[src/rtl/mrd_rdx3_feeder.sv]
// Frame buffer feeding the radix-3 butterfly: collects 3*N_GRP samples, tracks block-floating-point
// headroom, then replays the frame as N_GRP groups {x[k], x[k+N_GRP], x[k+2*N_GRP]}.
module mrd_rdx3_feeder #(
  parameter int unsigned N_GRP = 4
) (
  input  logic               clk,
  input  logic               rst_n,
  input  logic               in_val,
  output logic               in_rdy,
  input  logic signed [17:0] din_real,
  input  logic signed [17:0] din_imag,
  input  logic [3:0]         exp_in,
  output logic               out_val,
  output logic signed [17:0] dout_real [0:4],
  output logic signed [17:0] dout_imag [0:4],
  output logic [1:0]         margin_out,
  output logic [3:0]         exp_out
);

  localparam int unsigned Frame = 3 * N_GRP;
  localparam int unsigned WrW   = $clog2(Frame);
  localparam int unsigned RdW   = $clog2(N_GRP);

  typedef enum logic {StFill, StDrain} state_e;

  state_e state_q, state_d;

  logic [WrW-1:0]     wr_cnt_q;
  logic [RdW-1:0]     rd_cnt_q;
  logic [1:0]         run_min_q;
  logic [1:0]         frame_margin_q;
  logic [3:0]         frame_exp_q;
  logic signed [17:0] mem_re_q [Frame];
  logic signed [17:0] mem_im_q [Frame];
  logic signed [17:0] lane_re_q [3];
  logic signed [17:0] lane_im_q [3];
  logic               out_val_q;
  logic [1:0]         margin_q;
  logic [3:0]         exp_q;

  logic           accept;
  logic           wr_last;
  logic           rd_last;
  logic           draining;
  logic [1:0]     marg_re;
  logic [1:0]     marg_im;
  logic [1:0]     marg_smp;
  logic [1:0]     marg_new;
  logic [WrW-1:0] idx0;
  logic [WrW-1:0] idx1;
  logic [WrW-1:0] idx2;

  // Redundant sign bits below bit 17, contiguous from bit 16, saturating at 3.
  function automatic logic [1:0] sample_margin(input logic [17:0] s);
    logic [1:0] m;
    m = 2'd0;
    if (s[16] == s[17]) begin
      m = 2'd1;
      if (s[15] == s[17]) begin
        m = 2'd2;
        if (s[14] == s[17]) m = 2'd3;
      end
    end
    return m;
  endfunction

  assign accept   = in_val && in_rdy;
  assign wr_last  = (wr_cnt_q == WrW'(Frame - 1));
  assign rd_last  = (rd_cnt_q == RdW'(N_GRP - 1));
  assign draining = (state_q == StDrain);

  assign marg_re  = sample_margin(din_real);
  assign marg_im  = sample_margin(din_imag);
  assign marg_smp = (marg_re < marg_im) ? marg_re : marg_im;
  assign marg_new = (marg_smp < run_min_q) ? marg_smp : run_min_q;

  assign idx0 = WrW'(rd_cnt_q);
  assign idx1 = idx0 + WrW'(N_GRP);
  assign idx2 = idx0 + WrW'(2 * N_GRP);

  // FSM: state register
  always_ff @(posedge clk) begin
    if (!rst_n) state_q <= StFill;
    else        state_q <= state_d;
  end

  // FSM: next state
  always_comb begin
    state_d = state_q;
    unique case (state_q)
      StFill:  if (accept && wr_last) state_d = StDrain;
      StDrain: if (rd_last)           state_d = StFill;
      default: state_d = StFill;
    endcase
  end

  // FSM: outputs; in_rdy is forced low combinationally while reset is asserted
  always_comb begin
    in_rdy = (state_q == StFill) && rst_n;
  end

  always_ff @(posedge clk) begin
    if (!rst_n) begin
      wr_cnt_q       <= '0;
      rd_cnt_q       <= '0;
      run_min_q      <= 2'd3;
      frame_margin_q <= 2'd0;
      frame_exp_q    <= 4'd0;
    end else begin
      if (accept) begin
        if (wr_cnt_q == '0) frame_exp_q <= exp_in;
        if (wr_last) begin
          wr_cnt_q       <= '0;
          run_min_q      <= 2'd3;
          frame_margin_q <= marg_new;
        end else begin
          wr_cnt_q  <= wr_cnt_q + 1'b1;
          run_min_q <= marg_new;
        end
      end
      if (draining) rd_cnt_q <= rd_last ? '0 : rd_cnt_q + 1'b1;
    end
  end

  // Sample storage needs no reset: a frame is only read after it has been fully written.
  always_ff @(posedge clk) begin
    if (accept) begin
      mem_re_q[wr_cnt_q] <= din_real;
      mem_im_q[wr_cnt_q] <= din_imag;
    end
  end

  always_ff @(posedge clk) begin
    if (!rst_n) begin
      out_val_q <= 1'b0;
      margin_q  <= 2'd0;
      exp_q     <= 4'd0;
      for (int l = 0; l < 3; l++) begin
        lane_re_q[l] <= '0;
        lane_im_q[l] <= '0;
      end
    end else begin
      out_val_q <= draining;
      if (draining) begin
        lane_re_q[0] <= mem_re_q[idx0];
        lane_re_q[1] <= mem_re_q[idx1];
        lane_re_q[2] <= mem_re_q[idx2];
        lane_im_q[0] <= mem_im_q[idx0];
        lane_im_q[1] <= mem_im_q[idx1];
        lane_im_q[2] <= mem_im_q[idx2];
        margin_q     <= frame_margin_q;
        exp_q        <= frame_exp_q;
      end
    end
  end

  always_comb begin
    out_val      = out_val_q;
    margin_out   = margin_q;
    exp_out      = exp_q;
    dout_real[0] = lane_re_q[0];
    dout_real[1] = lane_re_q[1];
    dout_real[2] = lane_re_q[2];
    dout_real[3] = '0;
    dout_real[4] = '0;
    dout_imag[0] = lane_im_q[0];
    dout_imag[1] = lane_im_q[1];
    dout_imag[2] = lane_im_q[2];
    dout_imag[3] = '0;
    dout_imag[4] = '0;
  end

endmodule

[config.mk]
export PLATFORM = sky130hd
export DESIGN_NAME = mrd_rdx3_feeder
export DESIGN_NICKNAME = d
export VERILOG_FILES = /design/src/rtl/mrd_rdx3_feeder.sv
export SDC_FILE = /design/constraint.sdc
export NUM_CORES = 1
export LEC_CHECK = 0
export BUFFER_PORTS_ARGS = -buffer_cell sky130_fd_sc_hd__buf_2
export CAP_MARGIN = 20
export CORE_ASPECT_RATIO = 1.25
export CORE_UTILIZATION = 40
export CTS_CLUSTER_SIZE = 16
export DETAILED_ROUTE_END_ITERATION = 8
export PLACE_DENSITY = 0.56
export SLEW_MARGIN = 15
export SYNTH_ARGS = -nofsm -noshare
export SYNTH_HDL_FRONTEND = slang
export SYNTH_SLANG_ARGS = --single-unit
[constraint.sdc]
create_clock -name clk -period 12.45 [get_ports clk]
set_clock_uncertainty 0.1 [all_clocks]
set_input_delay 3.735 -clock clk [delete_from_list [all_inputs] [get_ports clk]]
set_output_delay 3.735 -clock clk [all_outputs]
set_load 0.05 [all_outputs]
==> run_results.csv <==
group,metric,value,unit
global_routing,grtUsageMet3,0.0255,
global_routing,gr-usage-met1,0.209,
clock_tree,tritoncts,"built",
place,dp_hpwl,23100,um
final_layout,drive_above_1_share,0.303,
critical_path,end_kind,"output pin",
synth,synth.distinct_cells,39,
route,vias_per_cell,4.98,
route,routedWlPerCell,22.4,um
power,ir_drop,0.0964,mV
route,first_pass_iters,5,
clock_tree,cts_sinks,564,
die,rows,94,
sta,drv_slew,0,
final_layout,stdcell_area,0.0244,sq mm
sta,slew_headroom,0.337,
global_routing,gr-usage-met2,0.277,
power,p_leak,8.31,nW
sta,tightest_slew,0.994,ns
die,die-height,260,um
status,status,"completed",
clock_tree,cts_buffers,54,
clock_tree,path_clk_slew,0.06,ns
global_routing,grt_pass1_vias,9826,
final_layout,finalNetCount,1243,
die,start_util,0.405,
die,die_area,0.0543,sq mm
sta,grt_setup_unrepaired,"no",
place,post-place-ws,3.52,ns
critical_path,crit_type,"in2out",
synth,syn_avg_cell_area,21.4,sq um
global_routing,grt.overflow.total,0,
power,power,3.89,mW
global_routing,grt_first_pass_wirelength,63000,um
synth,yosys_warnings,0,
sta,hold_viol_final,0,
critical_path,crit_top_cell,"buf_2",
route,first_iter_violations,450,
critical_path,required,8.61,ns
critical_path,cp_num_buf_inv,3,
die,ios,231,
synth,syn-cell-area,0.0213,sq mm
synth,synth_edf_count,540,
route,num_vias,9484,
critical_path,slowest_delay,0.47,ns
global_routing,grt_usage,0.160,
final_layout,area_growth,14.4,%
synth,ys_async_sr_fraction,0,
die,die_w,209,um
flow_run,maxCapViolCount,0,
sta,post-route-period-util,0.713,
route,drc,0,
sta,layout_setup_ws,3.58,ns
critical_path,path_max_fanout,41,
clock_tree,insertion_delay,0.60,ns
power,p_comb_frac,0.043,
route,antenna_left,0,
final_layout,diodes,0,
clock_tree,cts_resized,0,
power,sequentialPowerShare,0.542,
critical_path,crit_arrival,5.04,ns
synth,synth.top_cells.by_area,"edfxtp_1 76%, mux4_2 11%, and2_1 3.4%, buf_4 2.6%, dfxtp_1 2.3%",
synth,synth_top_flop_cell,"edfxtp_1",
synth,synth.top_cell.area_share,0.760,
global_routing,grt_max_degree,70,
synth,yosysTopAreaCell,"edfxtp_1",
clock_tree,cts_max_path_buffers,3,
global_routing,busiest_layer,"met2",
sta,fin_setup_tns,0,ns
power,p_sw,0.832,mW
critical_path,cpMaxStageDelayCell,"nand2b_4",
synth,synth-seq-cells,564,
critical_path,cp_cell_sequence,"buf_2 > nand2b_4 > inv_1 > buf_2",
power,clkPwrFrac,0.415,
clock_tree,htreeDepth,2,
critical_path,startpoint_type,"input port",
place,io_buffers,158,
hold_path,hold_path.class,"reg2reg",
critical_path,path_delay_family,"buffers and inverters",
power,sw_frac_of_total,0.214,
synth,synth_seq_area_share,0.783,
global_routing,antenna_found_initial,0,
sta,max_freq,0.113,GHz
power,power.density,160,mW/mm^2
synth,synth_cells,999,
route,wirelength,42700,um
place,place_area,0.0226,sq mm
power,internal_power,3.06,mW
place,gp_congestion,0.689,
clock_tree,post-cts-setup-buffers,0,
die,coreArea,0.0527,sq mm
final_layout,utilization,0.463,
clock_tree,cts_hold_buf,0,
sta,min_period,8.87,ns
sta,setup_viol,0,
clock_tree,clockRootBuffer,"clkbuf_16",
registers in the layout (all words and copies together), names as in the netlist, named ones only:
name	cells
exp_out	4
frame_margin_q	2
lane_re_q	54
frame_exp_q	4
rd_cnt_q	2
wr_cnt_q	4
run_min_q	2
lane_im_q	54
margin_out	2
out_val	1
draining	1
mem_re_q	216
mem_im_q	216
routing by layer:
metal,vias up,wire length [um]
met5,-,0
met4,0,772
met3,54,1780
met2,265,21800
met1,4981,18400
li1,4184,-
through the flow:
step                std cells  hold slack, ns
finish                   1905           0.376
global route             1905           0.411
CTS                      1903           0.383
detailed placement       1805           0.373
global placement         1804           0.367
floorplan                1070           0.334
cells in the mapped netlist, types with 8 or more instances:
| cell type | count |
|---|---|
| buf_2 | 13 |
| edfxtp_1 | 540 |
| nand2_1 | 10 |
| ha_1 | 9 |
| mux2i_1 | 12 |
| nor2_1 | 8 |
| inv_1 | 8 |
| buf_6 | 11 |
| nor2b_1 | 14 |
| and2_1 | 116 |
| clkbuf_1 | 14 |
| mux4_2 | 102 |
| dfxtp_1 | 24 |
| buf_4 | 73 |
worst reg2reg max path: cells and delay by family, from the launching register on:
family        cells  cell delay, ns
flops             1            0.76
simple gates      1            0.72
buf+inv           1            0.90
placed cells by master, fill, tap and decap left out, types with 3 or more instances in the layout:
master,n
edfxtp_1,540
nand2_1,10
and2_1,110
buf_4,17
mux4_2,102
ha_1,9
and2_2,6
bufinv_16,5
buf_2,158
dfxtp_4,3
o21ai_0,5
mux2i_1,12
nand3_1,6
clkbuf_1,12
mux4_1,6
dfxtp_1,20
nor2_1,7
nand2b_1,3
clkinv_1,13
conb_1,72
inv_1,6
nor2b_1,14
clkinv_2,9
clkbuf_16,57
cells by family after synthesis:
kind of cell               synth area share
xor gates and xnor gates           0.000411
buffers and inverters                0.0388
muxes                                 0.121
AOI/OAI and AO/OA                   0.00405
and+or+nand+nor                      0.0479
DFF                                   0.783
other                              0.000176
adders and majority gates           0.00528
power groups by stage:
stage | Combinational (mW) | Sequential (mW) | Clock, mW
2_1_floorplan | 0.0900 | 2.19 | 0
3_3_place_gp | 0.166 | 2.15 | 0
3_5_place_dp | 0.168 | 2.15 | 0
4_1_cts | 0.168 | 2.11 | 1.65
5_1_grt | 0.176 | 2.11 | 1.72
6_report | 0.166 | 2.11 | 1.62
worst paths after layout:
check | from | to | slack, ns | cells after the start
worst max-delay path | rst_n | in_rdy | 3.58 | 4
worst min-delay path | frame_margin_q[1]$_SDFFE_PN0P_ | frame_margin_q[1]$_SDFFE_PN0P_ | 0.38 | 2
worst max register to register | draining$_SDFF_PN0_ | lane_im_q[0][20]$_SDFFCE_PN0P_ | 9.54 | 2
worst min register to register | frame_margin_q[1]$_SDFFE_PN0P_ | frame_margin_q[1]$_SDFFE_PN0P_ | 0.38 | 2
area by class of cell:
class | count | area, sq um
Clock buffer | 69 | 1470
Clock inverter | 29 | 262
Fill cell | 4438 | 28300
Inverter | 9 | 35.0
Multi-Input combinational cell | 385 | 4100
Sequential cell | 564 | 16700
Tap cell | 672 | 841
Timing Repair Buffer | 177 | 973
(Power assumes the default switching activity.)
